**src/rtl/mcp3202_chan_sched.sv**
```systemverilog
// ---------------------------------------------------------------------------
// mcp3202_chan_sched
//   Frame scheduler for the MCP3202 ADC path. A free-running divider produces
//   one frame tick every FCLK/FSMPL clocks. On each tick the enabled channels
//   are marked pending. The single start-triggered SPI master is then
//   time-shared: one conversion per pending channel, CH0 first. Each result is
//   demultiplexed into its own per-channel register with a one-cycle strobe.
//
//   Optional build macro: MCP3202_SCHED_TIMEOUT_EN
//     defined   -> WAIT watchdog aborts a conversion after TIMEOUT_CYC clocks
//                  and raises sticky timeout_err.
//     undefined -> no watchdog, WAIT lasts until adc_dv, timeout_err = 0.
//
// Ports
//   clk, rst_n    clock, asynchronous active-low reset
//   ch_en[1:0]    channel enable mask, sampled only on the frame tick
//   clr_err       clears overrun / timeout_err (a same-cycle set wins)
//   adc_busy      SPI master transaction in progress
//   adc_dv        one-cycle result strobe from the SPI master
//   adc_data[11:0] conversion result from the SPI master
//   adc_start     one-cycle conversion request
//   adc_odd       channel select of the request (0 = CH0, 1 = CH1)
//   adc_sgl       constant SGL (single-ended / differential)
//   ch0_data, ch1_data  last result per channel
//   ch_dv[1:0]    one-cycle per-channel new-result strobe
//   overrun       sticky: a frame ended with conversions still pending
//   timeout_err   sticky: a conversion was aborted by the watchdog
// ---------------------------------------------------------------------------

// Per-channel result register: loads on its strobe, holds otherwise.
module mcp3202_chan_reg #(
   parameter int DW = 12
) (
   input  logic          clk,
   input  logic          rst_n,
   input  logic          load,
   input  logic [DW-1:0] din,
   output logic [DW-1:0] q,
   output logic          dv
);
   always_ff @(posedge clk or negedge rst_n) begin
      if (!rst_n) begin
         q  <= '0;
         dv <= 1'b0;
      end else begin
         dv <= load;
         if (load) q <= din;
      end
   end
endmodule

module mcp3202_chan_sched #(
   parameter int FCLK        = 100_000_000,
   parameter int FSMPL       = 500,
   parameter bit SGL         = 1'b1,
   parameter int TIMEOUT_CYC = 40000
) (
   input  logic        clk,
   input  logic        rst_n,
   input  logic [1:0]  ch_en,
   input  logic        clr_err,
   input  logic        adc_busy,
   input  logic        adc_dv,
   input  logic [11:0] adc_data,
   output logic        adc_start,
   output logic        adc_odd,
   output logic        adc_sgl,
   output logic [11:0] ch0_data,
   output logic [11:0] ch1_data,
   output logic [1:0]  ch_dv,
   output logic        overrun,
   output logic        timeout_err
);
   localparam int NUM_CH = 2;
   localparam int DW     = 12;
   localparam int DIV    = FCLK / FSMPL;
   localparam int CW     = (DIV > 1) ? $clog2(DIV) : 1;

   // Reject configurations that cannot produce a periodic tick or a watchdog.
   if (DIV < 2 || TIMEOUT_CYC < 1) begin : g_param_err
      $error("mcp3202_chan_sched: FCLK/FSMPL must be >= 2 and TIMEOUT_CYC >= 1");
   end

   typedef enum logic [1:0] {IDLE, ISSUE, WAIT} state_t;

   state_t             state, state_nxt;
   logic [CW-1:0]      tcnt;
   logic               tick;
   logic [NUM_CH-1:0]  pending, pending_nxt, done_mask, remain;
   logic               sel, sel_nxt;
   logic               dv_hit;
   logic               wd_abort;
   logic [NUM_CH-1:0][DW-1:0] ch_q;

   assign adc_sgl = SGL;
   assign adc_odd = sel;   // sel only changes on the IDLE->ISSUE step

   // ---------------- frame tick ----------------
   assign tick = (tcnt == CW'(DIV - 1));

   always_ff @(posedge clk or negedge rst_n) begin
      if (!rst_n)    tcnt <= '0;
      else if (tick) tcnt <= '0;
      else           tcnt <= tcnt + 1'b1;
   end

   // ---------------- watchdog ----------------
`ifdef MCP3202_SCHED_TIMEOUT_EN
   localparam int WW = $clog2(TIMEOUT_CYC + 1);
   logic [WW-1:0] wd_cnt;
   logic          wd_hit;

   // Counts cycles spent in WAIT; zero on WAIT entry.
   always_ff @(posedge clk or negedge rst_n) begin
      if (!rst_n)              wd_cnt <= '0;
      else if (state != WAIT)  wd_cnt <= '0;
      else                     wd_cnt <= wd_cnt + 1'b1;
   end

   assign wd_hit = (wd_cnt == WW'(TIMEOUT_CYC - 1));
`endif

   // ---------------- FSM ----------------
   always_ff @(posedge clk or negedge rst_n) begin
      if (!rst_n) begin
         state <= IDLE;
         sel   <= 1'b0;
      end else begin
         state <= state_nxt;
         sel   <= sel_nxt;
      end
   end

   always_comb begin
      state_nxt = state;
      sel_nxt   = sel;
      adc_start = 1'b0;
      dv_hit    = 1'b0;
      wd_abort  = 1'b0;
      case (state)
         IDLE: begin
            if ((|pending) && !adc_busy) begin
               sel_nxt   = ~pending[0];   // lowest set bit: CH0 before CH1
               state_nxt = ISSUE;
            end
         end
         ISSUE: begin
            adc_start = 1'b1;
            state_nxt = WAIT;
         end
         WAIT: begin
            if (adc_dv) begin
               dv_hit    = 1'b1;
               state_nxt = IDLE;
            end
`ifdef MCP3202_SCHED_TIMEOUT_EN
            else if (wd_hit) begin
               wd_abort  = 1'b1;
               state_nxt = IDLE;
            end
`endif
         end
         default: state_nxt = IDLE;
      endcase
   end

   // ---------------- pending / error flags ----------------
   // A completed or aborted conversion retires its own pending bit only.
   assign done_mask   = (dv_hit || wd_abort) ? (sel ? 2'b10 : 2'b01) : 2'b00;
   assign remain      = pending & ~done_mask;
   assign pending_nxt = remain | (tick ? ch_en : 2'b00);

   always_ff @(posedge clk or negedge rst_n) begin
      if (!rst_n) pending <= '0;
      else        pending <= pending_nxt;
   end

   always_ff @(posedge clk or negedge rst_n) begin
      if (!rst_n)                overrun <= 1'b0;
      else if (tick && |remain)  overrun <= 1'b1;
      else if (clr_err)          overrun <= 1'b0;
   end

`ifdef MCP3202_SCHED_TIMEOUT_EN
   always_ff @(posedge clk or negedge rst_n) begin
      if (!rst_n)        timeout_err <= 1'b0;
      else if (wd_abort) timeout_err <= 1'b1;
      else if (clr_err)  timeout_err <= 1'b0;
   end
`else
   assign timeout_err = 1'b0;
`endif

   // ---------------- result demux ----------------
   // Only the channel matching sel loads, so ch_dv is never both-high.
   for (genvar c = 0; c < NUM_CH; c++) begin : g_ch
      mcp3202_chan_reg #(.DW(DW)) u_reg (
         .clk   (clk),
         .rst_n (rst_n),
         .load  (dv_hit && (sel == c[0])),
         .din   (adc_data),
         .q     (ch_q[c]),
         .dv    (ch_dv[c])
      );
   end

   assign ch0_data = ch_q[0];
   assign ch1_data = ch_q[1];

endmodule

```
**config.mk**
```make
export PLATFORM = sky130hd
export DESIGN_NAME = mcp3202_chan_sched
export DESIGN_NICKNAME = d
export VERILOG_FILES = /design/src/rtl/mcp3202_chan_sched.sv
export SDC_FILE = /design/constraint.sdc
export NUM_CORES = 1
export LEC_CHECK = 0
export ABC_AREA = 0
export CAP_MARGIN = 20
export CORE_ASPECT_RATIO = 0.7
export CORE_MARGIN = 5
export CORE_UTILIZATION = 65
export CTS_BUF_LIST = sky130_fd_sc_hd__clkbuf_8
export DETAILED_ROUTE_END_ITERATION = 7
export DONT_BUFFER_PORTS = 1
export GPL_ROUTABILITY_DRIVEN = 0
export GPL_TIMING_DRIVEN = 1
export PLACE_DENSITY = 0.81
export SYNTH_ARGS = -nofsm -noshare
export SYNTH_HDL_FRONTEND = slang
export SYNTH_SLANG_ARGS = --single-unit
```
**constraint.sdc**
```tcl
create_clock -name clk -period 2.7 [get_ports clk]
set_clock_uncertainty 0.05 [all_clocks]
set_input_delay 0.405 -clock clk [delete_from_list [all_inputs] [get_ports clk]]
set_output_delay 0.405 -clock clk [all_outputs]
set_load 0.005 [all_outputs]
```
==> results_dict.tcl, run 1 <==
set metrics [dict create \
    tightestPinTransition_ps 631 \
    synth_area_per_cell_sq_um 11.4 \
    tritoncts "done" \
    remaining_drc_errors 0 \
    synth.most_common_cell "dfrtp_1" \
    post_route_cells_drive_above_1_share 0.170 \
    synth.lib_cells_used.distinct 40 \
    synth_top_cells_by_count "dfrtp_1, nand2_1, mux2_2" \
    globalRouteOverflowTotal 0 \
    final_max_slew_viol_count 0 \
    fp.coreArea_sq_um 3150 \
    grt_setup_unrepaired "no" \
    detailroute.via_count 1358 \
    synthesis.instances 185 \
    floorplan.io_pins 50 \
    antenna_cells 0 \
    clock_insertion_delay_worst_skew_ps 290 \
    slew_headroom 0.579 \
    end_kind "register" \
    floorplan.die.width_um 78.2 \
    initial_core_util 0.671 \
    place.detailed.instances 216 \
    postSynth.asyncResetShare 1.00 \
    max_cap_violation_count 0 \
    max_stage_delay_ps 560 \
    setup_viol 0 \
    clk_pin_slew_worst_paths_ps 90 \
    fmaxAchievable_mhz 472 \
    timing_hold_violations_final 0 \
    number_of_enable_type_register_cells_in_the_synthesized_netlist 0 \
    synth.yosys.warnings 0 \
    dp.final_hpwl_um 2950 \
    pwr_density_cell_nw_per_um2 591 \
    crit_slowest_cell "or4_4" \
    worstPathCellList "or4_4 > nor4_4 > nor3b_2 > buf_4 > and2b_2" \
    synthDominantCellAreaShare 0.592 \
    worst_ir_drop_vdd_uv 494 \
    timing.setup.tns_ps 0 \
    post-route-period-util 0.784 \
    yosys_most_used_dff "dfrtp_1" \
    part_of_the_yosys_area_used_for_sequential_elements 0.592 \
    cp_max_fo 11 \
    timing.critical_path.max_delay_family "simple AND/OR/NAND/NOR gates" \
    cts_max_path_buffers 2 \
    layout.nets 207 \
    first_iter_violations 89 \
    result_of_the_run "finished, final reports clean" \
    area_growth_pct 7.46 \
    cp.arrival_ps 2250 \
    maximum_number_of_pins_on_one_net_before_global_route_repair 51 \
    number_of_antenna_violations_at_the_first_check_in_global_routing 0 \
    layout_min_cycle_time_ps 2120 \
    ant_nets 0 \
    global_route.usage.total 0.209 \
    cp_bufs_invs 1 \
    numClockSinks 50 \
    synth_largest_area_cell "dfrtp_1" \
    timing.critical_path.required_ps 2840 \
    die_height_um 57.7 \
    wl_per_cell_um 19.3 \
    htree_num_levels 2 \
    postLayoutCoreUtil 0.721 \
    finalWirelength_um 4350 \
    tritoncts.num_buffers 5 \
    syn_nets 205 \
    mapped_cell_area_sq_um 2110 \
    first_pass_grt_wire_length_um 7300 \
    drt_first_pass_iters 5 \
    post-cts-setup-buffers 0 \
    totalPowerFinal_mw 1.34 \
    clock_tree_root "clkbuf_8" \
    synth.area.top_cells "dfrtp_1, nand2_1, mux2_2, xnor2_1, xor2_1" \
    synth-seq-cells 50 \
    via_per_inst 6.01 \
    layout.cells.non_filler 226 \
    standard_cell_row_count 17 \
    crit_type "reg -> reg" \
    start_kind "register" \
    die_area_sq_um 4510 \
    worst_hold_check_path_type "in -> reg" \
    first_global_vias 1491 \
    leakage_nw 1.14 \
    port_buffers 0 \
]
==> through the flow <==
stage	hold WS (ps)	instance area, sq um	setup WS, ps
detailed placement	60.4	2120	602
floorplan	59.4	2110	835
global placement	60.5	2120	665
finish	154	2270	582
global route	143	2270	481
CTS	155	2270	574
==> power breakdown <==
group	internal (mW)	switching [mW]
clock	0.275	0.237
sequential	0.770	0.0188
combinational	0.0174	0.0244
==> cell families after synthesis <==
| group | after synthesis | synth area share |
|---|---|---|
| buffers and inverters | 12 | 0.0320 |
| other | 2 | 0.00355 |
| xor gates and xnor gates | 12 | 0.0497 |
| AOI/OAI and AO/OA | 13 | 0.0468 |
| muxes | 12 | 0.0639 |
| and+or+nand+nor | 83 | 0.206 |
| DFF | 50 | 0.592 |
| adders and majority gates | 1 | 0.00592 |
==> sequential cells by signal, summed over array words and instances, names as in the netlist <==
register	cells
g_ch.u_reg.q	24
tcnt	18
g_ch.u_reg.dv	2
pending	2
state	2
adc_odd	1
overrun	1
==> path summary, 6_finish.rpt <==
| check | start | cells past startpoint | end | slack (ps) |
|---|---|---|---|---|
| min reg2reg | tcnt[0] | 1 | tcnt[0] | 440 |
| max in group asynchronous | rst_n | 2 | g_ch[0].u_reg.q[7] | 1810 |
| min | adc_busy | 1 | state[0] | 150 |
| max reg2reg | tcnt[7] | 5 | tcnt[1] | 580 |
| min in group asynchronous | rst_n | 2 | g_ch[1].u_reg.q[6] | 580 |
| max | tcnt[7] | 5 | tcnt[1] | 580 |
==> placed cells by master, fill, tap and decap left out, drive strengths merged, types with 3 or more instances in the layout <==
cell type and instances:
dfrtp 50, nand2 43, mux2 12, nor2 9
xor2 6, xnor2 6, nand4 5, clkbuf 5
nand3 4, and4 4, a21o 3, o21ai 3
inv 3, buf 3, a22o 3
==> layer usage <==
layer,wire length [um],vias up,track usage
met5,0,-,0
met1,1790,689,0.258
met4,29,0,0.0474
met2,2250,47,0.372
li1,-,618,-
met3,275,4,0.0590
==> layout make-up <==
cell class / instances / area (sq um)
clock inverter: 3 / 45.0
multi-input combinational: 123 / 795
tap: 38 / 47.5
clock buffer: 5 / 68.8
sequential: 50 / 1250
inverter: 3 / 11.3
fill: 225 / 877
timing repair buffer: 4 / 52.6
==> timing repair <==
item / in CTS / in global routing
hold buffers: 2 / 0
endpoints found under the hold margin: 50 / 0
gates resized for setup: 0 / 0
Power figures use the tool's default switching activity.
==> inputs of run 2 (changes only) <==
==> constraint.sdc (replaced) <==
create_clock -name clk -period 2.2 [get_ports clk]
set_clock_uncertainty 0.05 [all_clocks]
set_input_delay 0.33 -clock clk [delete_from_list [all_inputs] [get_ports clk]]
set_output_delay 0.33 -clock clk [all_outputs]
set_load 0.005 [all_outputs]
==> run 2 against run 1 <==
  * Combinational power is 21% higher
  * Power is 22% higher
  * Hold slack worse by 79 ps
  * Cell count grew 0.88%
  * Global-route usage down 0.79 points
  * Sequential share of layout area shrank 0.24 points
  * Design area rose by 0.44%
==> results_dict.tcl, run 2 (synthesis gave the netlist of run 1 again) <==
set metrics [dict create \
    cp_max_fo 5 \
    holdPathStages 1 \
    floorplan.io_pins 50 \
    fmaxAchievable_mhz 491 \
    globalRouteOverflowTotal 0 \
    whs_endpoint "state[0]" \
    grt-busiest-layer "met2" \
    die_area_sq_um 4510 \
    remaining_drc_errors 0 \
    global_route.usage.total 0.201 \
    first_global_vias 1483 \
    result_of_the_run "finished, final reports clean" \
    crit_type "reg -> reg" \
    worst_ir_drop_vdd_uv 577 \
    grt_setup_unrepaired "no" \
    numClockSinks 50 \
    cp.arrival_ps 2230 \
    hp-start "adc_busy" \
    post_cts_resized 0 \
    place.detailed.instances 218 \
    timing.setup.tns_ps 0 \
    timing_hold_violations_final 0 \
    final_design_area_no_fill_sq_um 2280 \
    detailroute.via_count 1348 \
    layout.cells.most_common "dfrtp_1" \
    fp.coreArea_sq_um 3150 \
    top_regs "g_ch.u_reg.q (24), tcnt (18)" \
    via_per_inst 5.91 \
    area_growth_pct 7.93 \
    htree_num_levels 2 \
    ant_nets 0 \
    tritoncts "done" \
    worst-r2r-cell-count 5 \
    place_area_sq_um 2130 \
    postLayoutCoreUtil 0.725 \
    gr-usage-met1 0.243 \
    tritoncts.num_buffers 5 \
    timing.critical_path.required_ps 2400 \
    die_height_um 57.7 \
    critical_path.reg2reg.endpoint "pending[1]" \
    post-cts-setup-buffers 0 \
    layout.cells.non_filler 228 \
    regMostFlops "g_ch.u_reg.q" \
    pwr_density_cell_nw_per_um2 721 \
    use_met2 0.354 \
    clock_tree_root "clkbuf_8" \
    worst_hold_check_path_type "in -> reg" \
    number_of_antenna_violations_at_the_first_check_in_global_routing 0 \
    cts_max_path_buffers 2 \
    most_frequent_cells_in_the_layout "dfrtp_1, nand2_1, mux2_2" \
    antenna_cells 0 \
    layout_min_cycle_time_ps 2040 \
    num-fill-cells 204 \
    standard_cell_row_count 17 \
    ff2ff_setup_slack_ps 160 \
    totalPowerFinal_mw 1.64 \
    clock_insertion_delay_worst_skew_ps 300 \
    finalWirelength_um 4120 \
    dp.final_hpwl_um 3060 \
    port_buffers 0 \
    first_iter_violations 102 \
    max_cap_violation_count 0 \
    wl_per_cell_um 18.0 \
    drt_first_pass_iters 4 \
    end_kind "register" \
    leakage_nw 1.16 \
    post_route_cells_drive_above_1_share 0.179 \
    setup_viol 0 \
    layout.nets 209 \
    post-route-period-util 0.926 \
    floorplan.die.width_um 78.2 \
    first_pass_grt_wire_length_um 6990 \
    start_kind "register" \
    largest_register_ffs 24 \
    crit_path_start "tcnt[7]" \
    final_max_slew_viol_count 0 \
    r2r-start "tcnt[7]" \
    initial_core_util 0.671 \
    global_route.usage.met3 0.0637 \
    clk_pin_slew_worst_paths_ps 80 \
    maximum_number_of_pins_on_one_net_before_global_route_repair 51 \
]
-- run 2: cell count changes in the layout (fill, tap and decap cells not counted) --
| cell | delta |
|---|---|
| clkinv_2 | +2 |
| clkinvlp_4 | -2 |
| buf_4 | +2 |
-- run 2: stage by stage --
step | setup slack (ps) | hold slack [ps]
2_1_floorplan | 335 | -15.6
3_3_place_gp | 236 | -14.6
5_1_grt | 52.3 | 65.6
6_report | 163 | 75.1
4_1_cts | 152 | 67.8
3_5_place_dp | 175 | -14.8
-- run 2: how the worst max path moves through the flow --
stage | end | depth (start not counted)
after floorplan | tcnt[1] | 4
after global placement | tcnt[11] | 5
after detailed placement | tcnt[11] | 5
after CTS | pending[1] | 5
after global routing | pending[1] | 5
final | pending[1] | 5
-- run 2: power by group --
| group | switching, mW | internal [mW] | total [mW] |
|---|---|---|---|
| sequential | 0.0233 | 0.945 | 0.968 |
| combinational | 0.0291 | 0.0213 | 0.0504 |
| clock | 0.291 | 0.335 | 0.625 |
-- run 2: what timing repair did --
| action | in CTS | in global routing |
|---|---|---|
| setup endpoints to repair | 0 | 0 |
| hold buffers | 2 | 0 |
| hold endpoints to repair | 50 | 0 |
-- run 2: layout make-up --
cell class	count	area, sq um	area share
clock buffer	5	68.8	0.0302
clock inverter	3	40.0	0.0176
inverter	3	11.3	0.00494
multi-input combinational	123	795	0.348
sequential	50	1250	0.549
tap	38	47.5	0.0208
timing repair buffer	6	67.6	0.0296
-- run 2: routing by layer --
| metal | vias to the layer above | part of all wire |
|---|---|---|
| met1 | 677 | 0.42 |
| li1 | 626 | - |
| met4 | 0 | 0.011 |
| met5 | - | 0 |
| met3 | 7 | 0.061 |
| met2 | 38 | 0.51 |
-- run 2: worst max-delay path: stages (launching register included) --
cell and delay [ps]:
dfrtp_1 430, or4_4 560, nor4_4 310, nor3b_2 310, buf_4 190, a22o_4 120
==> inputs of run 3 (changes only) <==
--- a/config.mk
+++ b/config.mk
@@ -7,8 +7,7 @@
 export LEC_CHECK = 0
 export ABC_AREA = 0
 export CAP_MARGIN = 20
-export CORE_ASPECT_RATIO = 0.7
-export CORE_MARGIN = 5
+export CORE_ASPECT_RATIO = 1.25
 export CORE_UTILIZATION = 65
 export CTS_BUF_LIST = sky130_fd_sc_hd__clkbuf_8
 export DETAILED_ROUTE_END_ITERATION = 7
==> run 3 against run 2 <==
  * Cell count shrank 0.88%
  * Via count shrank 1.4%
  * Core utilization grew 2.5 points
  * Non-clock buffer count is the same
  * Clock power shrank 14%
  * Sequential power is essentially flat
  * Fmax shrank 3.5%
  * Worst setup slack lost 74 ps
  * Largest cell class unchanged
  * Largest power group unchanged
  * Highest routed layer unchanged
==> results_dict.tcl, run 3 (synthesis gave the netlist of run 1 again) <==
set metrics [dict create \
    result_of_the_run "finished, final reports clean" \
    port_buffers 0 \
    ant_nets 0 \
    fmaxAchievable_mhz 474 \
    max_stage_delay_ps 570 \
    pwr_density_cell_nw_per_um2 685 \
    post-cts-setup-buffers 0 \
    standard_cell_row_count 22 \
    met3RoutedLength_um 282 \
    fp.coreArea_sq_um 3030 \
    layout.nets 209 \
    grt_setup_unrepaired "no" \
    switching_share 0.217 \
    r2r-start "tcnt[7]" \
    p_switching_mw 0.338 \
    global_route.usage.total 0.260 \
    globalRouteOverflowTotal 0 \
    clock_tree_root "clkbuf_8" \
    finalWirelength_um 4110 \
    layout_min_cycle_time_ps 2110 \
    final_max_slew_viol_count 0 \
    htree_num_levels 2 \
    place.detailed.instances 216 \
    worst_setup_path_endpoint "overrun" \
    die_height_um 65.8 \
    drt_first_pass_iters 4 \
    dp.final_hpwl_um 2850 \
    wl_per_cell_um 18.2 \
    first_iter_violations 46 \
    most_frequent_cells_in_the_layout "dfrtp_1, nand2_1, mux2_2" \
    worst_ir_drop_vdd_uv 582 \
    final_design_area_no_fill_sq_um 2270 \
    tritoncts.num_buffers 5 \
    num-fill-cells 211 \
    comb_power_share 0.033 \
    max_cap_violation_count 0 \
    cp.arrival_ps 2300 \
    timing.critical_path.required_ps 2390 \
    clockPowerShare 0.346 \
    detailroute.via_count 1329 \
    internal_power_mw 1.22 \
    setup_viol 0 \
    clk_pin_slew_worst_paths_ps 80 \
    timing_hold_violations_final 0 \
    first_global_vias 1382 \
    layout.cells.most_common "dfrtp_1" \
    clock_insertion_delay_worst_skew_ps 300 \
    die_area_sq_um 3480 \
    post-route-period-util 0.959 \
    dr.max_layer_used "met4" \
    crit_type "reg -> reg" \
    end_kind "register" \
    area_growth_pct 7.46 \
    top_regs "g_ch.u_reg.q (24), tcnt (18)" \
    timing.critical_path.max_delay_family "simple AND/OR/NAND/NOR gates" \
    timing.setup.tns_ps 0 \
    numClockSinks 50 \
    layout.cells.non_filler 226 \
    cp_bufs_invs 1 \
    maximum_number_of_pins_on_one_net_before_global_route_repair 51 \
    crit_slowest_cell "or4_4" \
    remaining_drc_errors 0 \
    worst-r2r-cell-count 5 \
    critical_path.reg2reg.endpoint "overrun" \
    largest_register_ffs 24 \
    start_kind "register" \
    place_area_sq_um 2130 \
    tritoncts "done" \
    routedLengthMet1_um 1630 \
    cp_max_fo 5 \
    number_of_antenna_violations_at_the_first_check_in_global_routing 0 \
    floorplan.die.width_um 53 \
    leakage_nw 1.15 \
    crit_path_start "tcnt[7]" \
    power_frac_seq 0.621 \
    via_per_inst 5.88 \
    antenna_cells 0 \
    path_depth 5 \
    met2_wirelength_um 2130 \
    regMostFlops "g_ch.u_reg.q" \
    worstPathCellList "or4_4 > nor4_4 > nor3b_4 > buf_4 > a22o_2" \
    cts_max_path_buffers 2 \
    floorplan.io_pins 50 \
    first_pass_grt_wire_length_um 6320 \
    post_route_cells_drive_above_1_share 0.179 \
    worst_hold_check_path_type "in -> reg" \
    ff2ff_setup_slack_ps 90 \
    initial_core_util 0.698 \
]
## run 3: changes by cell type in the layout (fill, tap and decap cells not counted)
cell        change
bufinv_16       -1
clkbuf_8        +1
clkinv_2        -1
clkinvlp_4      +1
nor3b_2         -1
nor3b_4         +1
## run 3: worst min-delay path by stage
stage	startpoint	endpoint	slack [ps]	depth (start not counted)
finish	adc_busy	state[0]	70	1
global route	adc_busy	state[0]	70	1
CTS	adc_busy	state[0]	60	1
detailed placement	rst_n	g_ch[1].u_reg.q[3]	-10	0
global placement	rst_n	g_ch[1].u_reg.q[3]	-10	0
floorplan	rst_n	adc_odd	-20	0
## run 3: power groups by stage
| stage | Combinational, mW | Clock, mW | Sequential (mW) |
|---|---|---|---|
| CTS | 0.0524 | 0.549 | 0.966 |
| global route | 0.0593 | 0.592 | 0.971 |
| global placement | 0.0242 | 0 | 0.983 |
| finish | 0.0519 | 0.538 | 0.966 |
| detailed placement | 0.0274 | 0 | 0.985 |
| floorplan | 0.0252 | 0 | 0.979 |
## run 3: what timing repair did
action | 4_1_cts | 5_1_grt
hold endpoints to repair | 50 | 0
resized for setup | 0 | 1
hold buffers | 2 | 0
setup endpoints to repair | 0 | 9
## run 3: metal layers
layer  vias to the layer above  GRT usage
li1                        621          -
met1                       656      0.290
met2                        47      0.453
met3                         5     0.0833
met4                         0     0.0954
met5                         -          0
## run 3: through the flow
step / total power, mW / utilization / setup WS (ps) / hold WS (ps)
after floorplan: 1.00 / - / 335 / -15.6
after global placement: 1.01 / 0.704 / 151 / -14.8
after detailed placement: 1.01 / 0.704 / 82.1 / -14.7
after CTS: 1.57 / 0.748 / 2.99 / 55.9
after global routing: 1.62 / 0.750 / 14.6 / 68.0
final: 1.56 / 0.750 / 89.9 / 65.3
## run 3: cell type report
class,count,area (sq um),share of cell area
Clock buffer,6,82.6,0.0364
Inverter,3,11.3,0.00496
Tap cell,36,45.0,0.0198
Clock inverter,2,12.5,0.00551
Multi-Input combinational cell,123,801,0.353
Sequential cell,50,1250,0.551
Timing Repair Buffer,6,67.6,0.0298
## run 3: worst register-to-register path, delay by kind of cell, from the launching register on
family          cells  cell delay, ps
compound gates      1             130
buf+inv             1             190
flops               1             440
simple gates        3            1260
